**src/rtl/uart_rx_ctrl.sv**
```systemverilog
// UART receive sequencer: detects the start edge, walks start/data/parity/stop bits with an
// oversample edge counter and a data bit counter, strobes the datapath checkers at the
// sampling point of each bit, and qualifies the frame with data_valid or rx_err.
module uart_rx_ctrl #(
  parameter int unsigned DATA_WIDTH = 8,
  parameter int unsigned PRESC_W    = 6
) (
  input  logic               CLK,
  input  logic               RST,
  input  logic               RX_IN,
  input  logic [PRESC_W-1:0] prescale,
  input  logic               PAR_EN,
  input  logic               strt_glitch,
  input  logic               par_err,
  input  logic               stp_err,
  output logic               dat_samp_en,
  output logic               strt_chk_en,
  output logic               par_chk_en,
  output logic               stp_chk_en,
  output logic               deser_en,
  output logic [PRESC_W-1:0] edge_cnt,
  output logic [3:0]         bit_cnt,
  output logic               busy,
  output logic               data_valid,
  output logic               rx_err
);

  typedef enum logic [2:0] {StIdle, StStart, StData, StParity, StStop} state_e;

  localparam logic [PRESC_W-1:0] PrescDefault = PRESC_W'(8);
  localparam logic [3:0]         LastBit      = 4'(DATA_WIDTH - 1);

  state_e             state_q, state_d;
  logic [PRESC_W-1:0] edge_q, edge_d;
  logic [3:0]         bit_q, bit_d;
  logic [PRESC_W-1:0] p_q, p_d;
  logic               pe_q, pe_d;
  logic               busy_q, busy_d;
  logic               strt_q, strt_d;
  logic               deser_q, deser_d;
  logic               par_q, par_d;
  logic               stp_q, stp_d;
  logic               dv_q, dv_d;
  logic               err_q, err_d;

  logic               bit_end;
  logic               presc_legal;
  logic [PRESC_W-1:0] chk_d;

  assign bit_end     = (edge_q == p_q - PRESC_W'(1));
  assign presc_legal = (prescale == PRESC_W'(8)) || (prescale == PRESC_W'(16)) ||
                       (prescale == PRESC_W'(32));

  // Next-state, counters, config latch and the next value of every registered output.
  always_comb begin
    state_d = state_q;
    edge_d  = edge_q;
    bit_d   = bit_q;
    p_d     = p_q;
    pe_d    = pe_q;
    dv_d    = 1'b0;
    err_d   = 1'b0;

    if (state_q != StIdle) begin
      edge_d = bit_end ? '0 : edge_q + PRESC_W'(1);
    end

    unique case (state_q)
      StIdle: begin
        edge_d = '0;
        bit_d  = '0;
        if (!RX_IN) begin
          // The detect cycle is edge 0 of the start bit.
          state_d = StStart;
          edge_d  = PRESC_W'(1);
          p_d     = presc_legal ? prescale : PrescDefault;
          pe_d    = PAR_EN;
        end
      end
      StStart: begin
        if (bit_end) begin
          state_d = strt_glitch ? StIdle : StData;
          bit_d   = '0;
        end
      end
      StData: begin
        if (bit_end) begin
          if (bit_q == LastBit) begin
            state_d = pe_q ? StParity : StStop;
            bit_d   = '0;
          end else begin
            bit_d = bit_q + 4'd1;
          end
        end
      end
      StParity: begin
        if (bit_end) state_d = StStop;
      end
      StStop: begin
        if (bit_end) begin
          state_d = StIdle;
          if (!stp_err && (!pe_q || !par_err)) dv_d = 1'b1;
          else                                 err_d = 1'b1;
        end
      end
      default: state_d = StIdle;
    endcase

    // Strobes are derived from the next state so they line up with the registered edge_cnt.
    chk_d   = (p_d >> 1) + PRESC_W'(2);
    busy_d  = (state_d != StIdle);
    strt_d  = (state_d == StStart)  && (edge_d == chk_d);
    deser_d = (state_d == StData)   && (edge_d == chk_d);
    par_d   = (state_d == StParity) && (edge_d == chk_d);
    stp_d   = (state_d == StStop)   && (edge_d == chk_d);
  end

  // State, counters, latched config and registered outputs.
  always_ff @(posedge CLK or negedge RST) begin
    if (!RST) begin
      state_q <= StIdle;
      edge_q  <= '0;
      bit_q   <= '0;
      p_q     <= PrescDefault;
      pe_q    <= 1'b0;
      busy_q  <= 1'b0;
      strt_q  <= 1'b0;
      deser_q <= 1'b0;
      par_q   <= 1'b0;
      stp_q   <= 1'b0;
      dv_q    <= 1'b0;
      err_q   <= 1'b0;
    end else begin
      state_q <= state_d;
      edge_q  <= edge_d;
      bit_q   <= bit_d;
      p_q     <= p_d;
      pe_q    <= pe_d;
      busy_q  <= busy_d;
      strt_q  <= strt_d;
      deser_q <= deser_d;
      par_q   <= par_d;
      stp_q   <= stp_d;
      dv_q    <= dv_d;
      err_q   <= err_d;
    end
  end

  assign dat_samp_en = busy_q;
  assign busy        = busy_q;
  assign strt_chk_en = strt_q;
  assign deser_en    = deser_q;
  assign par_chk_en  = par_q;
  assign stp_chk_en  = stp_q;
  assign data_valid  = dv_q;
  assign rx_err      = err_q;
  assign edge_cnt    = edge_q;
  assign bit_cnt     = bit_q;

endmodule

```
**config.mk**
```make
export PLATFORM = sky130hd
export DESIGN_NAME = uart_rx_ctrl
export DESIGN_NICKNAME = d
export VERILOG_FILES = /design/src/rtl/uart_rx_ctrl.sv
export SDC_FILE = /design/constraint.sdc
export NUM_CORES = 1
export LEC_CHECK = 0
export ABC_AREA = 1
export BUFFER_PORTS_ARGS = -buffer_cell sky130_fd_sc_hd__buf_4
export CAP_MARGIN = 40
export CORE_MARGIN = 1.5
export CORE_UTILIZATION = 33
export DETAILED_ROUTE_END_ITERATION = 16
export SKIP_CTS_REPAIR_TIMING = 1
export SLEW_MARGIN = 20
export SYNTH_ARGS = -nofsm -noshare
export SYNTH_HDL_FRONTEND = slang
export SYNTH_SLANG_ARGS = --single-unit
```
**constraint.sdc**
```tcl
create_clock -name CLK -period 2.55 [get_ports CLK]
set_input_delay 0.255 -clock CLK [delete_from_list [all_inputs] [get_ports CLK]]
set_output_delay 0.255 -clock CLK [all_outputs]
set_load 0.05 [all_outputs]
```
Word-level counts from Yosys, hierarchy flattened
Cells that the tools add are included.
{"block": "totals", "out_inout_bits": 18, "elab_cells": 77, "input_bits": 13, "reg_bits": 27}
{"block": "op_classes", "bitwise": 1, "muxes": 26, "n_addsub": 4, "reduce_logical": 17, "n_eq_ne": 16}
{"op": "$mux 6", "n": 6}
{"op": "$mux 3", "n": 7}
{"op": "$pmux 3 s5", "n": 1}
{"op": "$eq 3x2->1 const B", "n": 4}
{"op": "$eq 6x6->1", "n": 2}
{"op": "$mux 4", "n": 3}
{"op": "$pmux 4 s3", "n": 1}
{"op": "$reduce_bool 3->1", "n": 3}
{"op": "$mux 1", "n": 7}
{"op": "$add 5x2->6 const B", "n": 1}
{"op": "$add 6x1->6 const B", "n": 1}
{"op": "$eq 3x1->1 const B", "n": 2}
{"op": "$eq 3x3->1 const B", "n": 2}
{"op": "$eq 6x4->1 const B", "n": 1}
{"op": "$eq 6x5->1 const B", "n": 1}
{"op": "$eq 6x6->1 const B", "n": 1}
{"op": "$sub 6x1->6 const B", "n": 1}
{"op": "$logic_and 1x1->1", "n": 5}
{"op": "$add 4x1->4 const B", "n": 1}
{"op": "$eq 4x3->1 const B", "n": 1}
{"op": "$ne 2x2->1 const B", "n": 2}
{"op": "$logic_not 1->1", "n": 3}
{"op": "$logic_not 3->1", "n": 1}
{"op": "$logic_or 1x1->1", "n": 3}
{"op": "other kinds (4)", "n": 4}

Logic depth before layout (Yosys ltp)
{"block": "depth", "word_depth": 9, "depth_mapped": 17, "mapped_depth_nobuf": 17}

Worst setup path before layout
Ideal clock, no wire load.
{"block": "synth_path", "path_type": "register -> register", "startpoint": "register edge_q[4], in the netlist edge_cnt[4]", "endpoint": "register deser_q, in the netlist deser_en", "setup_ns": 0.072, "path_buffers": 1, "synth_period_minus_slack_ns": 1.893, "path_stages_with_launch": 14, "t_arrival_ns": 1.822, "setup_slack_ns": 0.657, "required_ns": 2.478, "path_cell_list": "dfrtp_1 > inv_1 > nand2_1 > nand2_1 > nand2_1 > nand3_2 > nor2_4 > nand3_4 > buf_6 > a21oi_2 > o21ai_2 > nand2_2 > nand2_1 > nor2_1"}
{"block": "synth_between", "elab_chain_len": 6, "word_cells_on_any_way": 13, "cone_classes": "1 x add/sub; 3 x eq/ne; 8 x mux; 1 x reduce/logical"}
{"element": "start: declaration", "line_no": "34", "source": "logic [PRESC_W-1:0] edge_q, edge_d;"}
{"element": "start signal: assignment", "line_no": "135", "source": "edge_q <= edge_d;"}
{"element": "$add 6x1->6 / $eq 6x6->1 (equally long branches)", "line_no": "65, 50"}
{"element": "$mux 6", "line_no": "65", "source": "edge_d = bit_end ? '0 : edge_q + PRESC_W'(1);"}
{"element": "$mux 6", "line_no": "64", "source": "if (state_q != StIdle) begin"}
{"element": "$mux 6", "line_no": "68", "source": "unique case (state_q)"}
{"element": "$eq 6x6->1", "line_no": "113", "source": "deser_d = (state_d == StData) && (edge_d == chk_d);"}
{"element": "$logic_and 1x1->1 (*)", "line_no": "113"}
{"element": "via deser_d", "line_no": "40", "source": "logic deser_q, deser_d;"}
{"element": "end signal: assignment", "line_no": "141", "source": "deser_q <= deser_d;"}
{"element": "end: declaration", "line_no": "40"}
Mark *: on every way through the listed nets, which the timed path passes. The rest lies on a longest branch.
A chain may end at the register's enable or synchronous reset.

Worst setup path in the final report
{"block": "layout_path", "startpoint": "register state_q[0]", "endpoint": "register strt_q, in the netlist strt_chk_en"}
{"block": "layout_between", "elab_chain_len": 5, "word_cells_on_any_way": 20, "cone_classes": "1 x add/sub; 6 x eq/ne; 10 x mux; 3 x reduce/logical"}
{"element": "start: declaration", "line_no": "33", "source": "state_e state_q, state_d;"}
{"element": "start signal: assignment", "line_no": "121", "source": "state_q <= StIdle;"}
{"element": "start signal: assignment", "line_no": "134", "source": "state_q <= state_d;"}
{"element": "$logic_not 3->1", "line_no": "68"}
{"element": "$mux 6", "line_no": "68"}
{"element": "via p_d[3]", "line_no": "36", "source": "logic [PRESC_W-1:0] p_q, p_d;"}
{"element": "$add 5x2->6", "line_no": "110", "source": "chk_d = (p_d >> 1) + PRESC_W'(2);"}
{"element": "$eq 6x6->1", "line_no": "112", "source": "strt_d = (state_d == StStart) && (edge_d == chk_d);"}
{"element": "$logic_and 1x1->1", "line_no": "112"}
{"element": "via strt_d", "line_no": "39", "source": "logic strt_q, strt_d;"}
{"element": "end signal: assignment", "line_no": "140", "source": "strt_q <= strt_d;"}
{"element": "end: declaration", "line_no": "39"}
The timed path passes the listed nets, and every way through them passes these cells.

==> impl_metrics.tcl <==
set metrics [dict create \
    outcome "finished clean" \
    firstDrtPassIters 4 \
    syn_nets 266 \
    grt_pass1_vias 1490 \
    clk-insertion-delay-late_ns 0.27 \
    syn_area_um2 1790 \
    synth-seq-area-share_pct 37.7 \
    drtIter0Drc 80 \
    clk_pin_slew_ns 0.09 \
    synth_cell_types 32 \
    yosys_register_bits 27 \
    tns_ns 0 \
    r2r-start "state_q[0]" \
    drc 0 \
    die-width_um 76.7 \
    hold_viol 0 \
    slew_headroom_pct 76.7 \
    crit_start "state_q[0]" \
    worstHoldStart "PAR_EN" \
    coreArea_um2 5170 \
    syn_area_per_cell_um2 7.21 \
    cts_num_sinks 27 \
    skew_ns 0.00327 \
    layout.nets 300 \
    wirelength_um 3860 \
    max-clock-path-buffers 2 \
    rows 26 \
    tightestPinTransition_ns 0.349 \
    power_density_nw_per_um2 927 \
    grt_max_degree 28 \
    globalRouteMet3Util_pct 2.98 \
    grtUsageTotal_pct 14.2 \
    dr_total_vias 1569 \
    max_freq_mhz 443 \
    grtUsageMet2_pct 23.0 \
    cts-root-buf "clkbuf_8" \
    period_share_pct 88.6 \
    crit_path_end_kind "flip-flop" \
    fin_total_pwr_uw 1990 \
    period_needed_ns 2.26 \
    leakage_uw 0.00119 \
    yosysWarnings 0 \
    cts-htree-levels 1 \
    synth_cells 249 \
    drive_above_1_share_pct 22.0 \
    grtUsageMet1_pct 19.2 \
    ir_drop_mv 0.536 \
    antenna_found_initial 0 \
    hpwl_um 3050 \
    die-area_um2 5890 \
    drt-vias-per-instance 4.46 \
    path_max_fanout 10 \
    ant_nets 0 \
    finalMaxSlewViolations 0 \
    pin_count 31 \
    fin_ws_ns 0.291 \
    numPortBuffers 30 \
    min-delay-path-class "in -> reg" \
    worstSetupPathType "reg -> reg" \
    critical_path_required_ns 2.75 \
    insertedDiodeCount 0 \
    maxCapViolCount 0 \
    wire_per_inst_um 11.0 \
    grt_pass1_wl_um 6760 \
    syn_to_final_growth_pct 19.5 \
    cp.arrival_ns 2.46 \
    cts_made_buffers 3 \
    die_h_um 76.7 \
    start_kind "flip-flop" \
    finalSetupViolCount 0 \
    initial_utilization_pct 34.7 \
    place_ws_ns 0.332 \
    gr-total-overflow 0 \
    top_usage_layer "met2" \
    gp_congestion 0.836 \
    cts_tree "done" \
    rsz0062_at_grt "false" \
]
[layer usage]
metal	routed length (um)	vias up
li1	-	835
met1	1870	702
met2	1760	28
met3	203	4
met4	29	0
met5	0	-
[registers in the layout, summed over array words and instances, names as in the netlist]
signal	cells
state_q	3
par_chk_en	1
edge_cnt	6
strt_chk_en	1
pe_q	1
bit_cnt	4
busy	1
stp_chk_en	1
p_q	6
deser_en	1
data_valid	1
rx_err	1
[final cells by class]
type	count	area, um^2
Multi-Input combinational cell	176	933
Sequential cell	27	677
Clock buffer	3	41.3
Clock inverter	1	5.00
Fill cell	543	3030
Timing Repair Buffer	31	235
Inverter	44	165
Tap cell	70	87.6
[synth_stat cells (all sizes together)]
cell type	number	area share, %
o41ai	1	0.49
xnor2	2	1.4
dfstp	1	1.5
nand2	79	18
a21boi	1	0.63
nand4	2	0.70
nand3	27	9.2
xor2	5	2.9
and2	1	0.35
nor3	2	0.56
nor2	36	9.6
ha	4	2.8
o21a	1	0.42
nand3b	2	0.84
inv	44	9.2
a21oi	6	2.1
buf	2	1.0
dfrtp	26	36
o21ai	7	2.2
[layout by cell type, fill, tap and decap left out]
master / count
clkinv_2: 1
o41ai_1: 1
dfrtp_1: 26
dlygate4sd3_1: 1
o21a_1: 1
nand2_2: 4
o21ai_0: 3
a21boi_2: 1
nand3b_1: 2
and2_1: 1
inv_2: 5
a21oi_2: 2
o21ai_1: 3
inv_1: 39
xor2_1: 4
nand3_1: 24
nor2_2: 3
nand3_2: 1
nor3_1: 2
nor2_1: 29
a21oi_1: 4
clkbuf_8: 3
o21ai_2: 1
ha_1: 4
xor2_2: 1
nand2_4: 2
xnor2_1: 1
buf_4: 30
nor2_4: 4
xnor2_2: 1
nand4_1: 2
dfstp_2: 1
nand2_1: 73
nand3_4: 2
[final timing paths]
check / end / slack [ns] / cells after the start
max reg2reg: strt_chk_en / 0.29 / 15
min: pe_q / 0.18 / 3
min in group asynchronous: deser_en / 0.42 / 2
min reg2reg: p_q[0] / 0.55 / 2
max in group asynchronous: p_q[3] / 1.82 / 2
max: strt_chk_en / 0.29 / 15
[worst max-delay path: stages, from the launching register on]
cell and delay, ns:
dfrtp_1 0.46, nor2_4 0.17, nand3_4 0.16, nand2_1 0.10, a21boi_2 0.27, ha_1 0.25, inv_1 0.05, nand3_1 0.08
nand2_1 0.08, inv_1 0.06, nand3_1 0.06, nand2_1 0.08, nand2_1 0.04, nor2_1 0.09, nand2_1 0.11, nor2_1 0.13
[logic make-up after synthesis]
group                      count (synthesis)  share of synthesized area (%)
and+or+nand+nor                          149                           39.2
adders and majority gates                  4                           2.79
DFF                                       27                           37.7
AOI/OAI and AO/OA                         16                           5.79
xor gates and xnor gates                   7                           4.25
buffers and inverters                     46                           10.3
[power breakdown]
part	switching [uW]	internal (uW)
combinational	733	371
clock	136	110
sequential	117	522
[stage by stage]
step | util, % | cells | instance area, um^2 | hold WS, ns
after global routing | 41.5 | 352 | 2140 | 0.174
after detailed placement | 40.4 | 347 | 2090 | 0.190
final | 41.5 | 352 | 2140 | 0.183
after floorplan | - | 249 | 1790 | -0.0406
after global placement | 40.4 | 347 | 2090 | 0.191
after CTS | 41.3 | 351 | 2130 | -0.113
No activity file was read; power rests on OpenSTA's default activity.
